`config.mk`:
```
export PLATFORM = sky130hd
export DESIGN_NAME = alu_issue_stage
export DESIGN_NICKNAME = d
export VERILOG_FILES = /design/src/rtl/alu_issue_stage.sv
export SDC_FILE = /design/constraint.sdc
export NUM_CORES = 1
export LEC_CHECK = 0
export CORE_ASPECT_RATIO = 1.4
export CORE_MARGIN = 2
export CORE_UTILIZATION = 37
export CTS_BUF_LIST = sky130_fd_sc_hd__clkbuf_16
export CTS_CLUSTER_DIAMETER = 40
export DETAILED_ROUTE_END_ITERATION = 8
export PLACE_DENSITY = 0.77
export SYNTH_ARGS = -nofsm -noshare
export SYNTH_HDL_FRONTEND = slang
export SYNTH_SLANG_ARGS = --single-unit
```
`constraint.sdc`:
```
create_clock -name clk -period 1.2 [get_ports clk]
set_input_delay 0.24 -clock clk [delete_from_list [all_inputs] [get_ports clk]]
set_output_delay 0.24 -clock clk [all_outputs]
set_load 0.02 [all_outputs]
```
`src/rtl/alu_issue_stage.sv`:
```
// ALU issue stage: ID/EX register that drives an external ALU, and an EX/MEM
// register that captures the ALU result, store data, destination and branch outcome.
module alu_issue_stage #(
    parameter int DATA_W = 32
) (
    input  logic              clk,
    input  logic              reset,
    input  logic              id_valid,
    input  logic [1:0]        id_alu_op,
    input  logic [5:0]        id_funct,
    input  logic [DATA_W-1:0] id_rs_data,
    input  logic [DATA_W-1:0] id_rt_data,
    input  logic [DATA_W-1:0] id_imm,
    input  logic              id_alu_src,
    input  logic              id_branch,
    input  logic [4:0]        id_rd,
    input  logic              stall,
    input  logic              flush,
    output logic [DATA_W-1:0] alu_in_a,
    output logic [DATA_W-1:0] alu_in_b,
    output logic [3:0]        alu_control,
    input  logic [DATA_W-1:0] alu_result,
    input  logic              alu_zero,
    output logic              ex_mem_valid,
    output logic [DATA_W-1:0] ex_mem_result,
    output logic [DATA_W-1:0] ex_mem_rt_data,
    output logic [4:0]        ex_mem_rd,
    output logic              branch_taken
);

    // ID/EX state
    logic              idex_valid_q;
    logic [3:0]        idex_ctrl_q;
    logic [DATA_W-1:0] idex_a_q;
    logic [DATA_W-1:0] idex_b_q;
    logic [DATA_W-1:0] idex_rt_q;
    logic [4:0]        idex_rd_q;
    logic              idex_branch_q;

    // EX/MEM state
    logic              exm_valid_q;
    logic [DATA_W-1:0] exm_result_q;
    logic [DATA_W-1:0] exm_rt_q;
    logic [4:0]        exm_rd_q;
    logic              exm_branch_q;

    logic [3:0]        ctrl_d;
    logic [DATA_W-1:0] b_d;

    always_comb begin
        ctrl_d = 4'b1111;
        unique case (id_alu_op)
            2'b00: ctrl_d = 4'b0010;
            2'b01: ctrl_d = 4'b0110;
            2'b10: begin
                unique case (id_funct)
                    6'b100000: ctrl_d = 4'b0010;
                    6'b100010: ctrl_d = 4'b0110;
                    6'b100100: ctrl_d = 4'b0000;
                    6'b100101: ctrl_d = 4'b0001;
                    6'b101010: ctrl_d = 4'b0111;
                    default:   ctrl_d = 4'b1111;
                endcase
            end
            default: ctrl_d = 4'b1111;
        endcase
        b_d = id_alu_src ? id_imm : id_rt_data;
    end

    // Flush only kills the valid bit; the payload fields may go stale behind it.
    always_ff @(posedge clk) begin
        if (reset) begin
            idex_valid_q  <= 1'b0;
            idex_ctrl_q   <= 4'b0000;
            idex_a_q      <= '0;
            idex_b_q      <= '0;
            idex_rt_q     <= '0;
            idex_rd_q     <= '0;
            idex_branch_q <= 1'b0;
        end else if (flush) begin
            idex_valid_q  <= 1'b0;
        end else if (!stall) begin
            idex_valid_q  <= id_valid;
            idex_ctrl_q   <= ctrl_d;
            idex_a_q      <= id_rs_data;
            idex_b_q      <= b_d;
            idex_rt_q     <= id_rt_data;
            idex_rd_q     <= id_rd;
            idex_branch_q <= id_branch;
        end
    end

    always_ff @(posedge clk) begin
        if (reset) begin
            exm_valid_q  <= 1'b0;
            exm_result_q <= '0;
            exm_rt_q     <= '0;
            exm_rd_q     <= '0;
            exm_branch_q <= 1'b0;
        end else if (!stall) begin
            if (idex_valid_q) begin
                exm_valid_q  <= 1'b1;
                exm_result_q <= alu_result;
                exm_rt_q     <= idex_rt_q;
                exm_rd_q     <= idex_rd_q;
                exm_branch_q <= idex_branch_q & alu_zero;
            end else begin
                exm_valid_q  <= 1'b0;
                exm_result_q <= '0;
                exm_rt_q     <= '0;
                exm_rd_q     <= '0;
                exm_branch_q <= 1'b0;
            end
        end
    end

    assign alu_in_a       = idex_a_q;
    assign alu_in_b       = idex_b_q;
    assign alu_control    = idex_ctrl_q;
    assign ex_mem_valid   = exm_valid_q;
    assign ex_mem_result  = exm_result_q;
    assign ex_mem_rt_data = exm_rt_q;
    assign ex_mem_rd      = exm_rd_q;
    assign branch_taken   = exm_branch_q;

endmodule

```
==> results_dict.tcl <==
set metrics [dict create \
    pre_cts_ws_ns -0.5150 \
    fp.coreArea_um2 16820 \
    final-setup-viol-count 0 \
    cts_buffers 17 \
    area_growth_syn_to_layout_pct 53.15 \
    p_clk_share_pct 39.5 \
    slew_headroom_pct 73.52 \
    die_h_um 159.3 \
    synth.distinct_cells 26 \
    final_cell_mix "156 x dfxtp_1, 142 x clkdlybuf4s50_1, 141 x nand2_1, 107 x buf_4, 106 x nor2_1" \
    switching_share_pct 25.00 \
    crit_type "register to output pin" \
    p_total_w 0.01311 \
    reg2reg_slack_ns 0.13 \
    max_freq_mhz 849.7 \
    critPathTopFamily "flip-flops" \
    crit_path_cell_trace "buf_2" \
    io_pins 288 \
    grt_pass1_wl_um 30190 \
    internal-power_w 0.009832 \
    pwr_density_cell_nw_per_um2 1342 \
    final_hold_viol_count 0 \
    hold_start "reset" \
    synth_area_leaders "dfxtp_1 56%, nand2_1 8.3%, a22oi_1 8.1%, nor2_1 6.2%, a21oi_1 5.7%" \
    io_buffer_count 287 \
    slew_viol_final 0 \
    r2r_start "idex_valid_q" \
    synth.avg_cell_area_um2 8.944 \
    hold_end "alu_in_a[14]" \
    cts-hold-fix-buffers 0 \
    final_common_cell "dfxtp_1" \
    cp.arrival_ns 0.94 \
    min_path_cells 2 \
    p_leak_nw 4.006 \
    power.switching_w 0.003277 \
    critPathCaptureType "output pin" \
    cp.required_ns 0.96 \
    antenna_cells 0 \
    peakVddDrop_mv 0.8301 \
    regToRegEndpoint "ex_mem_result[25]" \
    die-area_um2 18320 \
    clk_path_buf_depth 2 \
    pwr-share-comb_pct 13.0 \
    viasPerCell 5.020 \
    rsz0062_at_grt "true" \
    gp_congestion 0.8839 \
    start_kind "register" \
    cp.depth 1 \
    postRouteAntennaNets 0 \
    status "finished, final reports clean" \
    overflow 0 \
    slowest_stage "dfxtp_1" \
    fin_skew_ns 0.008995 \
    initial_core_util_pct 37.92 \
    maxCapViolations 0 \
    utilization_pct 58.08 \
    place_inst 1166 \
    syn_nets 862 \
    synth-seq-area-share_pct 55.88 \
    setup_ws_ns 0.02312 \
    die_w_um 115.0 \
    period_needed_ns 1.177 \
    grt_max_degree 64 \
    yosysTopAreaCell "dfxtp_1" \
    worst-path-max-fanout 2 \
    ff2ff_path_depth 4 \
    cts_root_buf "clkbuf_16" \
    tritoncts "done" \
    pwr-share-seq_pct 47.4 \
    synth_top_area_share_pct 55.88 \
    cpPeakStageDelay_ns 0.33 \
    clkSinkCount 178 \
    dr.first_iter.drc_count 250 \
    drive_gt1_share_pct 23.02 \
    grt_use_total_pct 20.91 \
    min_path_type "input port to register" \
    rows 56 \
    ys_ff_latch 178 \
    nets 1136 \
    h-tree-depth 4 \
    worst_pin_slew_ns 0.3923 \
    timing.setup.tns_ns 0 \
    drt-wirelength-per-cell_um 16.56 \
    antenna_found_initial 0 \
    crit_buf_inv 1 \
    syn-instance-count 713 \
    ys_warn_count 0 \
    drcViolationCount 0 \
    firstDrtPassIters 4 \
    period_share_pct 98.07 \
    finalNonFillerCells 1202 \
    vias 6034 \
    clk_latency_ns 0.43 \
    dp_hpwl_um 13530 \
    grt_pass1_vias 5695 \
    syn_area_um2 6377 \
    drt_wl_total_um 19900 \
    clkTransAtPathRegs_ns 0.07 \
]
kinds of logic after synthesis:
| family | after synthesis | share of synthesized area [%] |
|---|---|---|
| compound gates | 181 | 18.54 |
| simple gates | 258 | 15.72 |
| mux | 33 | 5.180 |
| flops | 178 | 55.88 |
| buf+inv | 63 | 4.689 |
Yosys cell counts (all sizes together):
cell / number
dfxtp: 178
nand2: 141
nor2: 107
a21oi: 72
a22oi: 69
clkbuf: 35
a211oi: 34
mux2i: 33
buf: 28
nor2b: 3
nand3b: 2
a21o: 1
a32oi: 1
nor3: 1
nor4: 1
o21ai: 1
o311a: 1
o311ai: 1
o41ai: 1
or2: 1
or2b: 1
or3b: 1
power by group through the flow:
stage / Clock [W] / Combinational [W] / Sequential, W
detailed placement: 0 / 0.00175 / 0.00634
finish: 0.00518 / 0.00171 / 0.00622
floorplan: 0 / 0.000571 / 0.00651
global route: 0.00553 / 0.00184 / 0.00624
CTS: 0.00531 / 0.00163 / 0.00621
global placement: 0 / 0.00173 / 0.00634
layer usage:
layer / global-route usage [%] / part of all wire (%) / routed length [um] / up-vias
met5: 0 / 0 / 0 / -
met4: 9.529 / 3.4 / 673 / 0
met3: 5.482 / 5.3 / 1052 / 42
met2: 36.39 / 51 / 10130 / 187
met1: 23.53 / 40 / 8039 / 2810
li1: - / - / - / 2995
through the flow:
| stage | area, um2 | hold slack, ns |
|---|---|---|
| global route | 9767 | 0.08672 |
| floorplan | 6377 | 0.3193 |
| finish | 9767 | 0.09828 |
| global placement | 9522 | 0.4408 |
| detailed placement | 9522 | 0.4462 |
| CTS | 9465 | 0.07707 |
repair_timing:
| item | CTS | global route |
|---|---|---|
| endpoints found under the setup margin | 139 | 123 |
| cloned | 0 | 3 |
| setup buffers | 0 | 2 |
| resized for setup | 584 | 96 |
| pin swaps | 3 | 0 |
state kept, by name, summed over array words and instances, names as in the netlist:
name / flops
alu_control: 4
alu_in_a: 32
alu_in_b: 32
branch_taken: 1
ex_mem_rd: 5
ex_mem_result: 32
ex_mem_rt_data: 32
ex_mem_valid: 1
idex_branch_q: 1
idex_rd_q: 5
idex_rt_q: 32
idex_valid_q: 1
worst max-delay path by stage:
stage / startpoint / end / slack (ns)
floorplan: stall / alu_control[3] / 0.02
global placement: id_funct[5] / alu_control[1] / -0.46
detailed placement: id_funct[5] / alu_control[0] / -0.52
CTS: alu_in_a[11] / alu_in_a[11] / 0.0003
global route: flush / idex_rt_q[3] / -0.05
finish: alu_in_a[9] / alu_in_a[9] / 0.02
area by class of cell:
type,instances,area (um2)
Fill cell,1582,7049
Clock buffer,17,425.4
Sequential cell,178,3591
Clock inverter,14,115.1
Timing Repair Buffer,318,2840
Tap cell,203,254.0
Multi-Input combinational cell,472,2541
worst reg2reg max path: cells and delay by family, from the launching register on:
family                 cells  cell delay (ns)
AOI/OAI and AO/OA          1             0.12
and+or+nand+nor            2             0.32
DFF                        1             0.33
buffers and inverters      1             0.23
Note: power is estimated with default switching activity, not from simulation.
==> patch 1, RTL diff (same settings) <==
The parameter `DATA_W` goes from 32 to 48.
--- a/src/rtl/alu_issue_stage.sv
+++ b/src/rtl/alu_issue_stage.sv
@@ -3,3 +3,3 @@
 module alu_issue_stage #(
-    parameter int DATA_W = 32
+    parameter int DATA_W = 48
 ) (
Interface: changed (8 resized); port bits go from 288 to 416. The function was not compared with the original's and may differ.
==> patch 1 against the unedited design <==
The run now ends with setup timing left. Routed wire length grew 58%. Sequential cell count grew 80. Fmax shrank 6.9%. First-iteration DRC count grew 57%. Die area grew 44%. Synthesized area grew 46%. Combinational power grew 63%. Power grew 61%. Design area grew 63%. Count of clock-buffer cells in the layout grew 12. Setup slack lost 0.087 ns.
==> patch 1: results (changes against the unedited design) <==
| Metric | Value |
|---|---|
| M3 GR Usage | 0.0578 (was 0.0548) |
| Failing checks | setup timing |
| Net Sw Frac | 0.241 (was 0.250) |
| I/O Buffers | 415 (was 287) |
| Largest net degree at the start of global routing | 50 (was 64) |
| Max VDD drop | 1010 uV (was 830 uV) |
| Via/cell ratio | 5.04 (was 5.02) |
| Proportion of layout cells with a drive suffix above 1 | 0.376 (was 0.230) |
| CTS max path bufs | 3 (was 2) |
| Global routing usage on met1 | 0.231 (was 0.235) |
| Final hold violations | 0 (unchanged) |
| Routed length per instance | 17.3 um (was 16.6 um) |
| Insertion delay to the later sink of the worst-skew pair | 0.52 ns (was 0.43 ns) |
| Worst R2R Setup Slack | 0.05 ns (was 0.13 ns) |
| GRT busiest layer | met2 (unchanged) |
| Cts bufs inserted | 29 (was 17) |
| Leakage | 6.47 nW (was 4.01 nW) |
| Drt first-iter violations | 392 (was 250) |
| Finish-stage setup viols | 203 (was 0) |
| Power share of the sequential group | 0.432 (was 0.474) |
| Critical Path Max Stage Delay | 0.36 ns (was 0.33 ns) |
| Crit path max fanout | 2 (unchanged) |
| Asr flop ratio synth | 0 (unchanged) |
| H-Tree Depth | 1 (was 4) |
| Total Negative Setup Slacks | -3.75 ns (was 0 ns) |
| Worst slack, placed | -0.522 ns (was -0.515 ns) |
| Hold Crit Class | in -> reg (unchanged) |
| Worst-case clock skew | 0.00864 ns (was 0.00899 ns) |
| Clock transition at path regs | 0.06 ns |
| Met2 Use GR | 0.410 (was 0.364) |
| Seq group | 9.10 mW (was 6.22 mW) |
| Syn_nets | 1243 (was 862) |
| Status | complete, but fails checks (was finished clean) |
| Yosys warning count | 0 (unchanged) |
| Unique masters post-synth | 27 (was 26) |
| Root Buffer | clkbuf_16 (unchanged) |
| Final worst setup slack | -0.0637 ns (was 0.0231 ns) |
| Initial antenna violation count | 0 (unchanged) |
| Pre-antenna DRT Iters | 5 (was 4) |
| Vias in the first global route | 9195 (was 5695) |
| Clock Power | 9.16 mW (was 5.18 mW) |
| # fillers | 1896 (was 1582) |
| Critical path's top delay family | flip-flops (unchanged) |
| Slowest CP cell | dfxtp_4 (was dfxtp_1) |
| First-pass GRT wire length | 46.7 mm (was 30.2 mm) |
| Register area share after synthesis | 0.556 (was 0.559) |
| Largest cells by area after synthesis | dfxtp_1, nand2_1, a22oi_1 (unchanged) |
| HPWL Detailed | 21.9 mm (was 13.5 mm) |
| Layout Nets | 1697 (was 1136) |
| GR Util All Layers | 0.223 (was 0.209) |
| Routability cong. | 0.818 (was 0.884) |
| Top cells by count, synth | dfxtp_1, nand2_1, nor2_1 (unchanged) |
| Placed Area | 14100 um2 (was 9520 um2) |
| Worst path arrival time | 1.02 ns (was 0.94 ns) |
| Slew margin rel. | 0.690 (was 0.735) |
==> patch 1: per-stage QoR <==
| stage | instances | hold slack (ns) |
|---|---|---|
| finish | 1822 | 0.123 |
| global route | 1821 | 0.142 |
| CTS | 1805 | 0.0960 |
| detailed placement | 1730 | 0.446 |
| global placement | 1730 | 0.441 |
| floorplan | 1030 | 0.319 |
==> patch 1: cell families after synthesis <==
family | synth area share
buffers and inverters | 0.0534
flip-flops | 0.556
multiplexers | 0.0528
AND/OR/NAND/NOR | 0.154
AO/OA/AOI/OAI | 0.183
==> patch 1: per-layer routing <==
layer | wire, um | vias up
li1 | - | 4453
met1 | 11200 | 4294
met2 | 16400 | 343
met3 | 2600 | 85
met4 | 1300 | 0
met5 | 0 | -
==> patch 1: path summary, 6_finish.rpt <==
kind,start,cells past startpoint,end
min reg2reg,idex_rt_q[46]$_SDFFE_PP0P_,2,idex_rt_q[46]$_SDFFE_PP0P_
max,alu_control[3]$_SDFFE_PP0P_,1,alu_control[3]
min,stall,3,idex_valid_q$_SDFFE_PP0N_
max reg2reg,idex_valid_q$_SDFFE_PP0N_,5,ex_mem_result[33]$_SDFFE_PP0N_
==> patch 1: repair_timing <==
| item | 4_1_cts | 5_1_grt |
|---|---|---|
| pin swaps | 0 | 1 |
| setup buffers | 22 | 16 |
| setup endpoints to repair | 203 | 257 |
| gates resized for setup | 1392 | 10 |
==> patch 1: layout make-up <==
cell class,instances,area [um2],share of cell area
Clock buffer,29,726,0.0455
Sequential cell,258,5420,0.340
Timing Repair Buffer,515,5490,0.344
Clock inverter,24,278,0.0174
Tap cell,315,394,0.0247
Multi-Input combinational cell,680,3660,0.229
Antenna cell,1,2.50,0.000157
==> patch 2, RTL diff (same settings) <==
Without the edit above. Reset style: asynchronous (`reset`), changed in 2 clocked blocks.
--- a/src/rtl/alu_issue_stage.sv
+++ b/src/rtl/alu_issue_stage.sv
@@ -70,3 +70,3 @@
     // Flush only kills the valid bit; the payload fields may go stale behind it.
-    always_ff @(posedge clk) begin
+    always_ff @(posedge clk or posedge reset) begin
         if (reset) begin
@@ -92,3 +92,3 @@
 
-    always_ff @(posedge clk) begin
+    always_ff @(posedge clk or posedge reset) begin
         if (reset) begin
Check against the original RTL: differs if reset is asserted again (counterexample within 4 cycles, from zero or initial values and one cycle with reset high); with reset held inactive, the same outputs for 4 cycles.
==> patch 2 against the unedited design <==
The run now ends with setup timing left. Setup slack lost 0.057 ns. Global-route usage up 0.15 points. Core utilization increased by 6.3 points. Fmax is 4.6% lower. Highest routed layer unchanged. Design area up 22%. Routed wire length grew 8.1%. Critical endpoint is now ex_mem_result[27]. Synthesized area up 9.4%. Sequential cell count unchanged. Non-clock buffer count up 98.
Power is not compared: it rests on default switching activity, and its combinational part moved more than twofold at a synthesized area within 25%.
==> patch 2: results (changes against the unedited design) <==
| Metric | Value |
|---|---|
| Drt first-iter violations | 351 (was 250) |
| Drt total wl | 21.5 mm (was 19.9 mm) |
| Layout Nets | 1235 (was 1136) |
| Via/cell ratio | 4.72 (was 5.02) |
| Final worst setup slack | -0.0340 ns (was 0.0231 ns) |
| Insertion delay to the later sink of the worst-skew pair | 0.41 ns (was 0.43 ns) |
| Design area | 11900 um2 (was 9770 um2) |
| Asr flop ratio synth | 1.00 (was 0) |
| Total Negative Setup Slacks | -0.0820 ns (was 0 ns) |
| Proportion of layout cells with a drive suffix above 1 | 0.278 (was 0.230) |
| M3 GR Usage | 0.0599 (was 0.0548) |
| Global routing usage on met1 | 0.236 (was 0.235) |
| Met2 Use GR | 0.380 (was 0.364) |
| Status | complete, but fails checks (was finished clean) |
| GR Util All Layers | 0.211 (was 0.209) |
| Worst slew pin tran | 0.318 ns (was 0.392 ns) |
| Largest family of logic cells by synthesized area | simple AND/OR/NAND/NOR gates (was compound AO/OA/AOI/OAI gates) |
| Worst R2R Path Depth | 3 (was 4) |
| Top FF cell, synth | dfrtp_1 (was dfxtp_1) |
| Finish-stage setup viols | 7 (was 0) |
| Failing checks | setup timing |
| Hold Crit Class | in -> async (was in -> reg) |
| Post-CTS resize count | 828 (was 584) |
| Syn_area_per_cell | 10.0 um2 (was 8.94 um2) |
| Compound-Gate Fraction of Synth Area | 0.0992 (was 0.185) |
| Post-Route M1 WL | 8.23 mm (was 8.04 mm) |
| Final cell count without fillers | 1343 (was 1202) |
## patch 2: worst paths after layout
path / slack, ns / startpoint / to
min: 0.22 / reset / ex_mem_rd[2]$_DFFE_PP0N_
max reg2reg: 0.09 / idex_valid_q$_DFFE_PP0P_ / branch_taken$_DFFE_PP0N_
min reg2reg: 0.47 / idex_rt_q[25]$_DFFE_PP0P_ / idex_rt_q[25]$_DFFE_PP0P_
max: -0.03 / ex_mem_result[27]$_DFFE_PP0N_ / ex_mem_result[27]
min in group clk: 0.28 / id_funct[1] / alu_control[0]$_DFFE_PP0P_
max in group asynchronous: 0.56 / reset / idex_rt_q[4]$_DFFE_PP0P_
## patch 2: layout make-up
type,count,area share
clock inverters,15,0.0171
well taps,244,0.0256
repair buffers,416,0.355
multi-input cells,471,0.193
clock buffers,17,0.0356
flip-flops and latches,178,0.373
inverters,2,0.000943
## patch 2: where the power goes
| part | switching (mW) | internal, mW |
|---|---|---|
| combinational | 1.62 | 1.95 |
| sequential | 0.401 | 6.58 |
| clock | 2.42 | 3.52 |
